## config.mk

```make
export PLATFORM = sky130hd
export DESIGN_NAME = pwm_demod
export DESIGN_NICKNAME = d
export VERILOG_FILES = /design/src/rtl/pwm_demod.sv
export SDC_FILE = /design/constraint.sdc
export NUM_CORES = 1
export LEC_CHECK = 0
export ABC_CLOCK_PERIOD_IN_PS = 5900
export BUFFER_PORTS_ARGS = -buffer_cell sky130_fd_sc_hd__buf_2
export CAP_MARGIN = 25
export CORE_UTILIZATION = 30
export CTS_CLUSTER_DIAMETER = 30
export DETAILED_ROUTE_END_ITERATION = 6
export SLEW_MARGIN = 20
export SYNTH_ARGS = -nofsm -noshare
export SYNTH_HDL_FRONTEND = slang
export SYNTH_SLANG_ARGS = --single-unit
```

## constraint.sdc

```tcl
create_clock -name clk -period 5.9 [get_ports clk]
set_input_delay 0.295 -clock clk [delete_from_list [all_inputs] [get_ports clk]]
set_output_delay 0.295 -clock clk [all_outputs]
set_load 0.02 [all_outputs]
```

## src/rtl/pwm_demod.sv

```systemverilog
// PWM receiver: recovers one N-bit sample per 2^N-tick frame from the pwm_pos/pwm_neg pair.
// It counts the high ticks on each line and presents pos, neg and their signed difference on a
// valid/ready interface.
module pwm_demod #(
  parameter int unsigned N     = 8,
  parameter int unsigned DIV   = 125,
  parameter int unsigned DIV_W = 7
) (
  input  logic         clk,
  input  logic         reset,
  input  logic         pwm_pos,
  input  logic         pwm_neg,
  output logic         s_valid,
  input  logic         s_ready,
  output logic [N-1:0] s_pos,
  output logic [N-1:0] s_neg,
  output logic [N:0]   s_diff,
  output logic         locked,
  output logic         overrun
);

  typedef enum logic [0:0] {StSearch, StLocked} state_e;

  localparam logic [DIV_W-1:0] PrescLast = DIV_W'(DIV - 1);
  localparam logic [DIV_W-1:0] PrescMid  = DIV_W'(DIV / 2);
  localparam logic [N-1:0]     TickLast  = '1;

  state_e           state_q, state_d;
  logic             pos_meta_q, pos_meta_d, pos_sync_q, pos_sync_d, pos_prev_q, pos_prev_d;
  logic             neg_meta_q, neg_meta_d, neg_sync_q, neg_sync_d, neg_prev_q, neg_prev_d;
  logic [DIV_W-1:0] presc_q, presc_d;
  logic [N-1:0]     tick_ctr_q, tick_ctr_d;
  logic [N:0]       hi_pos_q, hi_pos_d, hi_neg_q, hi_neg_d;
  logic             s_valid_q, s_valid_d;
  logic [N-1:0]     s_pos_q, s_pos_d, s_neg_q, s_neg_d;
  logic [N:0]       s_diff_q, s_diff_d;
  logic             locked_q, locked_d, overrun_q, overrun_d;

  logic             any_rise, legal_edge, presc_wrap, at_mid, frame_end;
  logic [N:0]       hi_pos_acc, hi_neg_acc;
  logic [N-1:0]     pos_sat, neg_sat;

  assign any_rise   = (pos_sync_q & ~pos_prev_q) | (neg_sync_q & ~neg_prev_q);
  // Edges at the frame seam are the transmitter's normal frame starts.
  assign legal_edge = (tick_ctr_q == TickLast) || (tick_ctr_q == '0);
  assign presc_wrap = (presc_q == PrescLast);
  assign at_mid     = (presc_q == PrescMid);
  assign frame_end  = (state_q == StLocked) && (tick_ctr_q == TickLast) && presc_wrap;

  // Include the current mid-tick sample so a frame end never loses its last tick.
  assign hi_pos_acc = hi_pos_q + (N+1)'(pos_sync_q && at_mid);
  assign hi_neg_acc = hi_neg_q + (N+1)'(neg_sync_q && at_mid);
  assign pos_sat    = hi_pos_acc[N] ? '1 : hi_pos_acc[N-1:0];
  assign neg_sat    = hi_neg_acc[N] ? '1 : hi_neg_acc[N-1:0];

  always_comb begin
    pos_meta_d = pwm_pos;
    pos_sync_d = pos_meta_q;
    pos_prev_d = pos_sync_q;
    neg_meta_d = pwm_neg;
    neg_sync_d = neg_meta_q;
    neg_prev_d = neg_sync_q;
    state_d    = state_q;
    presc_d    = presc_q;
    tick_ctr_d = tick_ctr_q;
    hi_pos_d   = hi_pos_q;
    hi_neg_d   = hi_neg_q;
    s_valid_d  = s_valid_q;
    s_pos_d    = s_pos_q;
    s_neg_d    = s_neg_q;
    s_diff_d   = s_diff_q;
    locked_d   = locked_q;
    overrun_d  = overrun_q;

    if (s_valid_q && s_ready) begin
      s_valid_d = 1'b0;
    end

    unique case (state_q)
      StSearch: begin
        if (any_rise) begin
          state_d    = StLocked;
          presc_d    = '0;
          tick_ctr_d = '0;
          hi_pos_d   = '0;
          hi_neg_d   = '0;
        end
      end
      StLocked: begin
        if (any_rise && !legal_edge) begin
          // Misaligned edge: restart the frame here, held sample stays untouched.
          presc_d    = '0;
          tick_ctr_d = '0;
          hi_pos_d   = '0;
          hi_neg_d   = '0;
          locked_d   = 1'b0;
        end else begin
          presc_d  = presc_wrap ? '0 : presc_q + DIV_W'(1);
          hi_pos_d = hi_pos_acc;
          hi_neg_d = hi_neg_acc;
          if (presc_wrap) begin
            tick_ctr_d = tick_ctr_q + N'(1);
          end
          if (frame_end) begin
            s_pos_d   = pos_sat;
            s_neg_d   = neg_sat;
            s_diff_d  = {1'b0, pos_sat} - {1'b0, neg_sat};
            s_valid_d = 1'b1;
            locked_d  = 1'b1;
            hi_pos_d  = '0;
            hi_neg_d  = '0;
            if (s_valid_q && !s_ready) begin
              overrun_d = 1'b1;
            end
          end
        end
      end
      default: state_d = StSearch;
    endcase
  end

  always_ff @(posedge clk) begin
    if (reset) begin
      state_q    <= StSearch;
      pos_meta_q <= 1'b0;
      pos_sync_q <= 1'b0;
      pos_prev_q <= 1'b0;
      neg_meta_q <= 1'b0;
      neg_sync_q <= 1'b0;
      neg_prev_q <= 1'b0;
      presc_q    <= '0;
      tick_ctr_q <= '0;
      hi_pos_q   <= '0;
      hi_neg_q   <= '0;
      s_valid_q  <= 1'b0;
      s_pos_q    <= '0;
      s_neg_q    <= '0;
      s_diff_q   <= '0;
      locked_q   <= 1'b0;
      overrun_q  <= 1'b0;
    end else begin
      state_q    <= state_d;
      pos_meta_q <= pos_meta_d;
      pos_sync_q <= pos_sync_d;
      pos_prev_q <= pos_prev_d;
      neg_meta_q <= neg_meta_d;
      neg_sync_q <= neg_sync_d;
      neg_prev_q <= neg_prev_d;
      presc_q    <= presc_d;
      tick_ctr_q <= tick_ctr_d;
      hi_pos_q   <= hi_pos_d;
      hi_neg_q   <= hi_neg_d;
      s_valid_q  <= s_valid_d;
      s_pos_q    <= s_pos_d;
      s_neg_q    <= s_neg_d;
      s_diff_q   <= s_diff_d;
      locked_q   <= locked_d;
      overrun_q  <= overrun_d;
    end
  end

  assign s_valid = s_valid_q;
  assign s_pos   = s_pos_q;
  assign s_neg   = s_neg_q;
  assign s_diff  = s_diff_q;
  assign locked  = locked_q;
  assign overrun = overrun_q;

endmodule

```

==> impl_metrics.yaml <==
run_status:
  status: "completed"
sta:
  skew_ns: 0.00977
  rsz0062_at_grt: "false"
  fin_crit_sh_pct: 74.3
  slew_headroom_pct: 33.0
  worstMarginPinSlew_ns: 0.998
  drv_slew: 0
  max_freq_mhz: 228
  tns_ns: 0
  period_minus_slack_ns: 4.38
  hold_violations: 0
  setup_viol: 0
logic_synthesis:
  syn_nets: 452
  synth-seq-cells: 68
  ys_seq_area_share_pct: 38.5
  yosysTopAreaCell: "dfxtp_1"
  avgSynthCellArea_um2: 8.20
  syn_inst: 431
  synthArstFlopShare_pct: 0
  synth_top_area_share_pct: 38.5
  yosys_warnings: 0
  synth_flop_cell: "dfxtp_1"
  synth_edf_count: 0
  synth_area_um2: 3530
  ys_types: 53
  ys_top_cells_by_area: "dfxtp_1 (39%), nor2_1 (6.6%), ha_1 (5.3%), a21oi_1 (5.0%), nand2_1 (4.5%)"
clock_tree:
  root_buffer: "clkbuf_16"
  cts_made_buffers: 9
  clk_latency_ns: 0.33
  cts_tree: "yes"
  cts_resized: 0
  cts_max_path_buffers: 2
  postCtsSetupBuffers: 0
  cts_num_sinks: 68
  path_clk_slew_ns: 0.06
  htree_levels: 3
  postCtsHoldBufs: 0
global_routing:
  grt_use_total_pct: 14.3
  grt_use_met3_pct: 2.63
  grt_pass1_wl_um: 14300
  grt_max_degree: 65
  use_met2_pct: 22.2
  grt-busiest-layer: "met2"
  antenna_found_initial: 0
  grt_pass1_vias: 2975
  met1_usage_pct: 18.8
  gr-total-overflow: 0
power:
  power_mw: 1.09
  irDropWorstVdd_mv: 0.219
  power_density_nw_per_um2: 265
  p_leak_nw: 1.57
worst_setup_path:
  crit_arrival_ns: 4.57
  cpMaxStageDelayCell: "a2111o_1"
  path_class: "reg -> reg"
  cp_common_cell: "ha_1"
  worstPathMaxFanout: 7
  cp-start-kind: "flop"
  path_delay_family: "compound AO/OA/AOI/OAI gates"
  worst_ep_required_time_ns: 6.09
  critPathMaxStageDelay_ns: 0.46
  worstPathCellList: "nand4_1 > nor3b_1 > and2_1 > ha_1 > ha_1 > nand4_1 > o21a_1 > or2_2 > nor2_1 > ha_1 > a21o_1 > a21o_1 > a2111o_1 > a311oi_1 > xor2_1 > o31ai_1"
  endpoint_kind: "flop"
  worstPathBufferInverterCount: 0
place:
  gp_congestion: 0.898
  portBuffers: 32
  hpwl_um: 5860
layout:
  finalNetCount: 474
  area_growth_pct: 16.1
  diodes: 0
  drive_gt1_share_pct: 13.1
drt:
  num_vias: 3092
  post_drt_wl_per_cell_um: 14.0
  drt_iter0_markers: 228
  first_pass_iters: 4
  vias_per_cell: 5.14
  antenna_left: 0
  drc: 0
  drt-total-wl_um: 8390
floorplan:
  die-width_um: 111
  die_area_um2: 12200
  die_h_um: 111
  rows: 39
  core_area_um2: 11500
  initial_utilization_pct: 30.8
  io_pins: 33
hold_path:
  hold_path.class: "in -> reg"
job:
  maxCapViolCount: 0
power breakdown:
part	switching, mW	leakage [nW]	internal [mW]	total (mW)
clock network	0.194	0.153	0.381	0.575
registers	0.00340	0.549	0.463	0.466
logic	0.0315	0.868	0.0129	0.0444
synth_stat cells, types with 2 or more instances:
cell type / instances
nand2_1: 42
nor3_2: 2
a2111o_1: 2
nand2b_1: 3
nor3_1: 6
nor3b_1: 4
inv_1: 10
buf_4: 3
dfxtp_1: 68
o21a_1: 2
and4_1: 2
o21ai_1: 3
nand3_1: 13
and3_1: 6
ha_1: 15
a21oi_1: 35
a211oi_1: 11
o22ai_1: 2
or3_1: 10
nand3_2: 2
a22oi_1: 9
o211ai_1: 2
nor2b_1: 8
a21o_1: 9
nand4_1: 13
or2_2: 2
xnor2_1: 11
xor2_1: 10
a31oi_1: 2
clkbuf_1: 17
nor4_1: 2
nand3b_1: 4
buf_2: 3
a211o_1: 2
and2_1: 3
nor2_1: 62
o21ai_0: 15
through the flow:
step	hold WS, ns	area [µm²]	setup WS (ns)	cells	util, %
floorplan	0.414	3530	1.94	431	-
global placement	0.428	3770	1.73	584	32.9
detailed placement	0.440	3770	1.62	584	32.9
CTS	0.192	4090	1.55	600	35.7
global route	0.190	4100	1.19	601	35.8
finish	0.190	4100	1.52	601	35.8
path summary, 6_finish.rpt:
check	to	slack (ns)	depth (start not counted)	startpoint
worst max register to register	s_diff[7]	1.52	16	presc_q[3]
worst max-delay path	s_diff[7]	1.52	16	presc_q[3]
worst min-delay path	neg_meta_q	0.19	2	pwm_neg
worst min register to register	pos_prev_d	0.45	1	pos_meta_q
layer usage:
metal / wire length [µm] / share of wire [%] / vias to the layer above
met4: 130 / 1.6 / 0
met5: 0 / 0 / -
met2: 3840 / 46 / 65
met1: 4070 / 49 / 1442
li1: - / - / 1575
met3: 345 / 4.1 / 10
logic make-up (layout without fill, tap and decap cells):
family	after synthesis	in the layout	synth area share [%]
adder cells (fa/ha/maj)	17	17	6.20
buffers and inverters	34	61	4.25
AO/OA/AOI/OAI	101	101	18.5
XOR/XNOR	22	22	5.67
AND/OR/NAND/NOR	189	189	26.9
flip-flops	68	68	38.5
cell type report:
class | instances | area, µm²
Clock buffer | 12 | 246
Sequential cell | 68 | 1360
Tap cell | 143 | 179
Timing Repair Buffer | 35 | 183
Inverter | 10 | 37.5
Clock inverter | 4 | 72.6
Multi-Input combinational cell | 329 | 2020
Fill cell | 1161 | 7370
registers in the layout, indices dropped and copies added, names as in the netlist, 7 cells and up:
signal	cells
presc_q	7
s_diff	9
hi_neg_q	9
s_pos	8
hi_pos_q	9
s_neg	8
tick_ctr_q	8
cells in the final DEF (no fill, tap or decap), types with 13 or more instances in the layout:
cell and instances:
nand3_1 13, nand4_1 13, o21ai_0 15, nor2_1 62, nand2_1 42, buf_2 32
a21oi_1 35, dfxtp_1 68, ha_1 15
Note: power is estimated with default switching activity, not from simulation.
